$ cat src/rtl/multicycle_sequencer.sv
// multicycle_sequencer: multi-cycle control FSM for the single-issue datapath.
// Sequences fetch, decode, execute, data-memory access and writeback, gates
// decoder enables into one-cycle strobes, times out stalled memory handshakes
// and counts retired instructions.
// Optional build macro: SEQ_ILLEGAL_TRAP_EN (illegal opcode halts with illegal_err).
module multicycle_sequencer #(
    parameter int MEM_TIMEOUT = 16,
    parameter int RETIRE_W    = 32
) (
    input  logic                clock,
    input  logic                reset_n,
    input  logic                start,
    output logic                imem_req,
    input  logic                imem_ready,
    output logic                ir_load,
    input  logic [6:0]          opcode,
    input  logic                dec_rf_wr_en,
    input  logic                dec_dmem_wr_en,
    input  logic                branch_cond,
    output logic                dmem_req,
    output logic                dmem_we,
    input  logic                dmem_ready,
    output logic                rf_wr_en,
    output logic                pc_wr_en,
    output logic                pc_target_sel,
    output logic                busy,
    output logic                halted,
    output logic                timeout_err,
    output logic                illegal_err,
    output logic [RETIRE_W-1:0] retired,
    output logic [2:0]          state
);

    // Wait counter only needs to reach MEM_TIMEOUT; keep at least one bit.
    localparam int WAIT_W = (MEM_TIMEOUT > 1) ? $clog2(MEM_TIMEOUT + 1) : 1;
    localparam logic [WAIT_W:0] WAIT_LIM = (WAIT_W + 1)'(MEM_TIMEOUT);

    localparam logic [6:0] OP_R      = 7'b0110011;
    localparam logic [6:0] OP_I      = 7'b0010011;
    localparam logic [6:0] OP_J      = 7'b1101111;
    localparam logic [6:0] OP_U      = 7'b0110111;
    localparam logic [6:0] OP_B      = 7'b1100011;
    localparam logic [6:0] OP_S      = 7'b0100011;
    localparam logic [6:0] OP_LOAD   = 7'b0000011;
    localparam logic [6:0] OP_SYSTEM = 7'b1110011;

    typedef enum logic [2:0] {
        S_IDLE      = 3'd0,
        S_FETCH     = 3'd1,
        S_DECODE    = 3'd2,
        S_EXECUTE   = 3'd3,
        S_MEM       = 3'd4,
        S_WRITEBACK = 3'd5,
        S_HALT      = 3'd6
    } state_e;

    // C_NOP covers any opcode outside the recognised classes.
    typedef enum logic [2:0] {
        C_R, C_I, C_J, C_U, C_B, C_S, C_LOAD, C_NOP
    } cls_e;

    state_e                state_q, state_d;
    cls_e                  cls_q, cls_d;
    logic [WAIT_W-1:0]     wait_q, wait_d;
    logic [WAIT_W:0]       wait_inc;
    logic                  wait_expired;
    logic [RETIRE_W-1:0]   retired_q, retired_d;
    logic                  to_q, to_d;
`ifdef SEQ_ILLEGAL_TRAP_EN
    logic                  ill_q, ill_d;
`endif

    function automatic cls_e classify(input logic [6:0] op);
        cls_e c;
        case (op)
            OP_R:    c = C_R;
            OP_I:    c = C_I;
            OP_J:    c = C_J;
            OP_U:    c = C_U;
            OP_B:    c = C_B;
            OP_S:    c = C_S;
            OP_LOAD: c = C_LOAD;
            default: c = C_NOP;
        endcase
        return c;
    endfunction

    // Next-state, counters and all outputs from the registered state.
    always_comb begin
        state_d   = state_q;
        cls_d     = cls_q;
        wait_d    = wait_q;
        retired_d = retired_q;
        to_d      = to_q;
`ifdef SEQ_ILLEGAL_TRAP_EN
        ill_d     = ill_q;
`endif
        wait_inc     = {1'b0, wait_q} + 1'b1;
        // Ready on the limit cycle is checked first by the callers, so it wins.
        wait_expired = (MEM_TIMEOUT > 0) && (wait_inc == WAIT_LIM);

        imem_req      = (state_q == S_FETCH);
        dmem_req      = (state_q == S_MEM);
        dmem_we       = (state_q == S_MEM) && (cls_q == C_S) && dec_dmem_wr_en;
        busy          = (state_q != S_IDLE) && (state_q != S_HALT);
        halted        = (state_q == S_HALT);
        state         = state_q;
        ir_load       = 1'b0;
        rf_wr_en      = 1'b0;
        pc_wr_en      = 1'b0;
        pc_target_sel = 1'b0;

        case (state_q)
            S_IDLE: begin
                if (start) begin
                    state_d = S_FETCH;
                    wait_d  = '0;
                end
            end
            S_FETCH: begin
                if (imem_ready) begin
                    ir_load = 1'b1;
                    state_d = S_DECODE;
                    wait_d  = '0;
                end else if (wait_expired) begin
                    state_d = S_HALT;
                    to_d    = 1'b1;
                end else begin
                    wait_d = wait_inc[WAIT_W-1:0];
                end
            end
            S_DECODE: begin
                cls_d = classify(opcode);
                if (opcode == OP_SYSTEM) begin
                    state_d = S_HALT;
`ifdef SEQ_ILLEGAL_TRAP_EN
                end else if (classify(opcode) == C_NOP) begin
                    state_d = S_HALT;
                    ill_d   = 1'b1;
`endif
                end else begin
                    state_d = S_EXECUTE;
                end
            end
            S_EXECUTE: begin
                if ((cls_q == C_LOAD) || (cls_q == C_S)) begin
                    state_d = S_MEM;
                    wait_d  = '0;
                end else begin
                    state_d = S_WRITEBACK;
                end
            end
            S_MEM: begin
                if (dmem_ready) begin
                    state_d = S_WRITEBACK;
                    wait_d  = '0;
                end else if (wait_expired) begin
                    state_d = S_HALT;
                    to_d    = 1'b1;
                end else begin
                    wait_d = wait_inc[WAIT_W-1:0];
                end
            end
            S_WRITEBACK: begin
                rf_wr_en      = dec_rf_wr_en &&
                                ((cls_q == C_R) || (cls_q == C_I) || (cls_q == C_J) ||
                                 (cls_q == C_U) || (cls_q == C_LOAD));
                pc_wr_en      = 1'b1;
                pc_target_sel = (cls_q == C_J) || ((cls_q == C_B) && branch_cond);
                retired_d     = retired_q + 1'b1;
                state_d       = S_FETCH;
                wait_d        = '0;
            end
            S_HALT: begin
                state_d = S_HALT;
            end
            default: begin
                state_d = S_IDLE;
            end
        endcase
    end

    // State and bookkeeping registers; reset is asynchronous so a stuck handshake can always be aborted.
    always_ff @(posedge clock or negedge reset_n) begin
        if (!reset_n) begin
            state_q   <= S_IDLE;
            cls_q     <= C_NOP;
            wait_q    <= '0;
            retired_q <= '0;
            to_q      <= 1'b0;
`ifdef SEQ_ILLEGAL_TRAP_EN
            ill_q     <= 1'b0;
`endif
        end else begin
            state_q   <= state_d;
            cls_q     <= cls_d;
            wait_q    <= wait_d;
            retired_q <= retired_d;
            to_q      <= to_d;
`ifdef SEQ_ILLEGAL_TRAP_EN
            ill_q     <= ill_d;
`endif
        end
    end

    assign retired     = retired_q;
    assign timeout_err = to_q;
`ifdef SEQ_ILLEGAL_TRAP_EN
    assign illegal_err = ill_q;
`else
    assign illegal_err = 1'b0;
`endif

endmodule

$ cat config.mk
export PLATFORM = sky130hd
export DESIGN_NAME = multicycle_sequencer
export DESIGN_NICKNAME = d
export VERILOG_FILES = /design/src/rtl/multicycle_sequencer.sv
export SDC_FILE = /design/constraint.sdc
export NUM_CORES = 1
export LEC_CHECK = 0
export CORE_UTILIZATION = 48
export DETAILED_ROUTE_END_ITERATION = 7
export PLACE_DENSITY = 0.79
export RECOVER_POWER = 100
export SKIP_LAST_GASP = 1
export SLEW_MARGIN = 20
export SYNTH_ARGS = -nofsm -noshare
export SYNTH_HDL_FRONTEND = slang
export SYNTH_SLANG_ARGS = --single-unit
$ cat constraint.sdc
create_clock -name clock -period 2.02 [get_ports clock]
set_clock_uncertainty 0.05 [all_clocks]
set_input_delay 0.404 -clock clock [delete_from_list [all_inputs] [get_ports clock]]
set_output_delay 0.404 -clock clock [all_outputs]
set_load 0.03 [all_outputs]
**Word-level counts from Yosys, hierarchy flattened**

Index checks and enable logic that the tools add are counted.

- Latch bits: 0
- RAM bits: 0
- Register bits: 44
- ROM bits: 0
- Input port bits: 15
- Logic and storage cells: 74
- Output and inout bits: 46
- Memories: 0

- Bitwise logic cells: 0
- Multiplexer cells: 23
- Multiply operators: 0
- Order comparisons: 0
- Div/mod/pow operators: 0
- Reductions and logical operators: 18
- Add/sub/neg operators: 2
- Equal/unequal tests: 26
- Shifts and indexed selects: 0

Operators by type and width:

| kind | count |
|---|---|
| 3-bit one-hot mux with 7 select lines | 2 |
| 32-bit by 1-bit adder with 32-bit output, second input constant | 1 |
| 5-bit 2-to-1 mux | 5 |
| 5-bit one-hot mux with 5 select lines | 1 |
| 7-bit by 6-bit == test with 1-bit output, second input constant | 3 |
| 7-bit == test, second input constant | 3 |
| 3-bit == test, second input constant | 6 |
| 3-bit 2-to-1 mux | 5 |
| 3-bit by 2-bit == test with 1-bit output, second input constant | 4 |
| 1-bit 2-to-1 mux | 9 |
| 2-bit inequality test, second input constant | 4 |
| 7-bit by 2-bit == test with 1-bit output, second input constant | 1 |
| 7-bit by 5-bit == test with 1-bit output, second input constant | 1 |
| 5-bit by 1-bit adder with 6-bit output, second input constant | 1 |
| 3-bit by 1-bit == test with 1-bit output, second input constant | 2 |
| 6-bit by 5-bit == test with 1-bit output, second input constant | 1 |
| 3-bit logical NOT | 2 |
| 1-bit logical OR | 6 |
| 3-bit AND reduction | 2 |
| 1-bit logical AND | 5 |
| 5-bit nonzero test | 1 |
| 3-bit inequality test, second input constant | 1 |
| 3-bit nonzero test | 1 |
| 1-bit one-hot mux with 2 select lines | 1 |
| 2-bit nonzero test | 1 |

**Longest topological paths before layout**

- Word-level depth: 7
- Depth in mapped cells: 8
- Gate-level depth less buffers: 7

**Worst setup path before layout**

No wires, ideal clock.

- Path type: reg-to-reg
- Start: register state_q[1] (netlist: state[1])
- End: register retired_q[22] (netlist: retired[22])
- Clock period less this slack: 2060 ps
- Path buffers: 1
- Setup time: 133 ps
- Data arrival time: 1877 ps
- Stages on the path, launching flop included: 9
- Required time: 1837 ps
- Setup slack: -40 ps
- Cells stage by stage: dfrtp_1 inv_1 nand3_1 inv_1 buf_2 nand2_1 nor3_1 nand4_1 xnor2_1

- Word-level cells in the longest chain between the ends: 1

RTL lines:

| element | line | text |
|---|---|---|
| from (decl) | 62 | `state_e state_q, state_d;` |
| from (signal assigned) | 195 | `state_q <= state_d;` |
| 3-bit == test | 113 | `case (state_q)` |
| to (signal assigned) | 198 | `retired_q <= retired_d;` |
| to (decl) | 67 | `logic [RETIRE_W-1:0] retired_q, retired_d;` |

No other way between the ends.
A chain may end at the register's enable or synchronous reset.

**Final worst setup path**

- Start: register state_q[1] (netlist: state[1])
- End: output state[1]

RTL lines:

| element | line | text |
|---|---|---|
| to (decl) | 31 | `output logic [2:0] state` |

No word-level cell between the ends.

==> results by stage <==
Layout:
- For this run, the share of the core covered by cells in the final layout is 0.704.
- Relative to the synthesized area, the layout overhead comes to 36.8%.
- The filler cells instantiated in the layout total around 360.
- The number of antenna diodes in the final layout is 0.
- The number of non-filler instances in the completed layout is 375.
- In the final layout, the share of cells above drive strength 1 is 0.149.
- For this run, the post-layout net count is 340.

Clocking:
- In this run the number of H-tree levels came out at 2.
- The clock latency of the later-clocked register in the worst-skew pair is 290 ps.
- The CTS tree is done.
- Clock tree synthesis inserted a total of 5 buffers.
- Clock tree synthesis selected as its root buffer the cell clkbuf_8.
- After clock tree synthesis, the flow added hold-fix buffers numbering 0.
- The TritonCTS sink count is 44.
- After clock tree synthesis, the clock-pin slew on the worst setup and hold paths is around 80 ps.
- The clock passes through at most 2 buffers.

STA:
- Setup violations remaining at the end of the flow were counted as 0.
- The final hold violation count is 0.
- The achievable clock frequency is 509 MHz.
- Setup repair after global routing left no endpoint under its margin.
- Dividing the final minimum period by the clock period gives 0.972.
- The final number of max-transition violations is 0.
- The slew of the pin with the lowest slew margin is between 1000 and 1500 ps.
- The total negative slack is 0 ps.
- The minimum period implied by the final worst setup slack is between 1500 and 2000 ps.
- In this run the tightest slew margin relative to its limit is 0.295.

Status:
- The run finished, with violations left.
- The final reports fail on DRC.

Placement:
- The cell count after placement is ~360.
- Routability-driven placement finished with a final weighted congestion of roughly 0.86.
- Once detailed placement completed, the half-perimeter wirelength came to approximately 3800 µm.
- The count of buffers added on input and output ports is between 50 and 60.

Logic synthesis:
- The average instance in the mapped netlist occupies about 9.8 µm².
- The fraction of synthesis flops using an asynchronous set or reset pin is 1.00.
- The number of cells produced by synthesis is 235.
- The cell area after synthesis is ~2300 µm².
- In this run, synthesis produced a sequential element count of 44.
- The number of different library cells in the post-synthesis netlist is 48.
- The top flip-flop cell by instance count after synthesis is dfrtp_1.
- The count of yosys warnings during synthesis is 0.
- For this run, the register share of the synthesized area comes to 0.479.
- The post-synth net total is around 250.
- The synthesized design contains 0 enable-type register cells.

Detailed routing:
- The antenna violation net count after detailed routing is 0.
- After detailed routing, the total wire length is about 5100 µm.
- The number of DRC markers after the initial detailed-route iteration is between 70 and 80.
- The number of remaining DRC errors is 2.
- The detailed router placed a little over 2000 vias in this run.
- In the routed layout, each cell is associated on average with a via count of 5.42.
- The routed length per placed instance is approximately 13 µm.
- The number of iterations in the first detailed-routing pass is 6.

Pwr:
- The worst ir drop on vdd is about 0.78 mV.
- The power per cell area is 897 nW/µm².
- In this run the static leakage power is between 1 and 1.5 nW.

Die:
- The initial utilization of the core area, before any placement, comes to 0.515.
- The die is ~71 µm tall.
- The area inside the core boundary is 4470 µm².
- The die covers a little over 5000 µm².
- Row generation in the floorplan step produced 24 rows.
- During I/O placement, the number of pins put on the boundary was 61.
- The overall die width is a little over 70 µm.

Global route:
- Entering global routing, the biggest net connects 45 pins.
- The first global-routing pass estimated 8230 µm of wire.
- The via count of the first global-routing pass is 1854.
- The combined global-route utilization of all metal layers is 0.204.
- Summed over all layers, the global routing overflow is 0.
- The initial antenna violation count is 0.

Setup path:
- Along the worst path, the maximum fanout reaches 4.
- The required arrival time at the worst endpoint is 1570 ps.
- The path type of the worst setup path is flip-flop to output port.
- In this run the critical register-to-register path is launched from retired[6].
- The setup check on the worst reg-to-reg path leaves a slack of around 120 ps.
- The critical path ends at state[1].
- The capturing element type of the critical path is an output port.
- The critical path launch point is state[1].
- The arrival time of the worst setup path is ~1500 ps.
- In this run the critical register-to-register path is captured at retired[21].
- STA classifies the critical path startpoint as a flip-flop.
- The worst reg2reg path depth is 5.

Job:
- Max-cap violations in this run came to 0.

Min path:
- The type of the tightest min-delay check is input port to async pin.
==> state kept, by name, indices dropped and copies added (netlist names) <==
name	cells
cls_q	3
retired	32
state	3
timeout_err	1
wait_q	5
==> power by group <==
| group | switching (W) | total (W) | internal, W |
|---|---|---|---|
| Sequential | 0.000158 | 0.00117 | 0.00101 |
| Clock | 0.000286 | 0.000520 | 0.000234 |
| Combinational | 0.000640 | 0.00114 | 0.000496 |
==> final cells by class <==
class / instances / area [µm²] / area share
inverter: 10 / 37.5 / 0.0119
clock inverter: 2 / 12.5 / 0.00397
sequential: 44 / 1110 / 0.351
clock buffer: 5 / 68.8 / 0.0218
tap: 52 / 65.1 / 0.0206
multi-input combinational: 175 / 1120 / 0.356
timing repair buffer: 87 / 738 / 0.234
==> critical path, stage by stage (launching register included) <==
cell and delay (ps):
dfrtp_1 410, buf_4 150, clkdlybuf4s50_1 660
==> per-layer routing <==
metal,GRT usage,part of all wire,up-vias
met2,0.348,0.50,37
met5,0,0,-
met1,0.265,0.46,989
li1,-,-,1005
met4,0.0467,0.0061,0
met3,0.0478,0.034,2
==> how the worst min path moves through the flow <==
stage | startpoint | endpoint | slack, ps
finish | reset_n | retired[23] | 320
global route | reset_n | retired[18] | 410
floorplan | reset_n | retired[0] | 60
detailed placement | timeout_err | timeout_err | 410
global placement | timeout_err | timeout_err | 400
CTS | reset_n | retired[22] | 140
==> synth_stat cells, drive strengths merged, types with 7 or more instances <==
library cell	number	area, µm²
nor2	16	60.1
xor2	10	87.6
dfrtp	41	1030
nand2	25	93.8
o21ai	11	55.1
nand3	8	40.0
nand4	12	81.3
xnor2	24	210
a21oi	7	35.0
and3	7	43.8
inv	10	37.5
nor3	9	50.1
==> through the flow <==
step	area [µm²]	worst slack (ps)	hold slack [ps]	power, W
global route	3150	4.80	407	0.00299
CTS	3170	29.1	141	0.00285
global placement	3090	-160	401	0.00232
finish	3150	55.6	324	0.00283
detailed placement	3090	-219	406	0.00235
floorplan	2310	2.79	58.4	0.00185
==> kinds of logic (layout without fill, tap and decap cells) <==
kind of cell | after synthesis | after routing | share of synthesized area
AND/OR/NAND/NOR | 102 | 102 | 0.244
flip-flops | 44 | 44 | 0.479
AO/OA/AOI/OAI | 34 | 34 | 0.0934
XOR/XNOR | 34 | 34 | 0.129
buffers and inverters | 16 | 104 | 0.0326
adder cells (fa/ha/maj) | 2 | 2 | 0.0109
multiplexers | 2 | 2 | 0.00923
other | 1 | 1 | 0.00163
==> timing repair <==
| action | CTS | global route |
|---|---|---|
| setup endpoints to repair | 7 | 2 |
| gates resized for setup | 5 | 2 |
| buffers inserted | 0 | 4 |
==> cells in the final DEF (no fill, tap or decap), types with 4 or more instances in the layout <==
cell,n
a21oi_1,7
and3_1,7
buf_4,20
clkbuf_1,7
clkbuf_2,5
clkbuf_8,5
clkdlybuf4s50_1,21
dfrtp_1,40
dlygate4sd2_1,4
dlygate4sd3_1,27
inv_1,9
nand2_1,25
nand2b_1,4
nand3_1,8
nand4_1,12
nor2_1,16
nor3_1,7
o21ai_0,11
xnor2_1,24
xor2_1,10
Note: power is estimated with default switching activity, not from simulation.
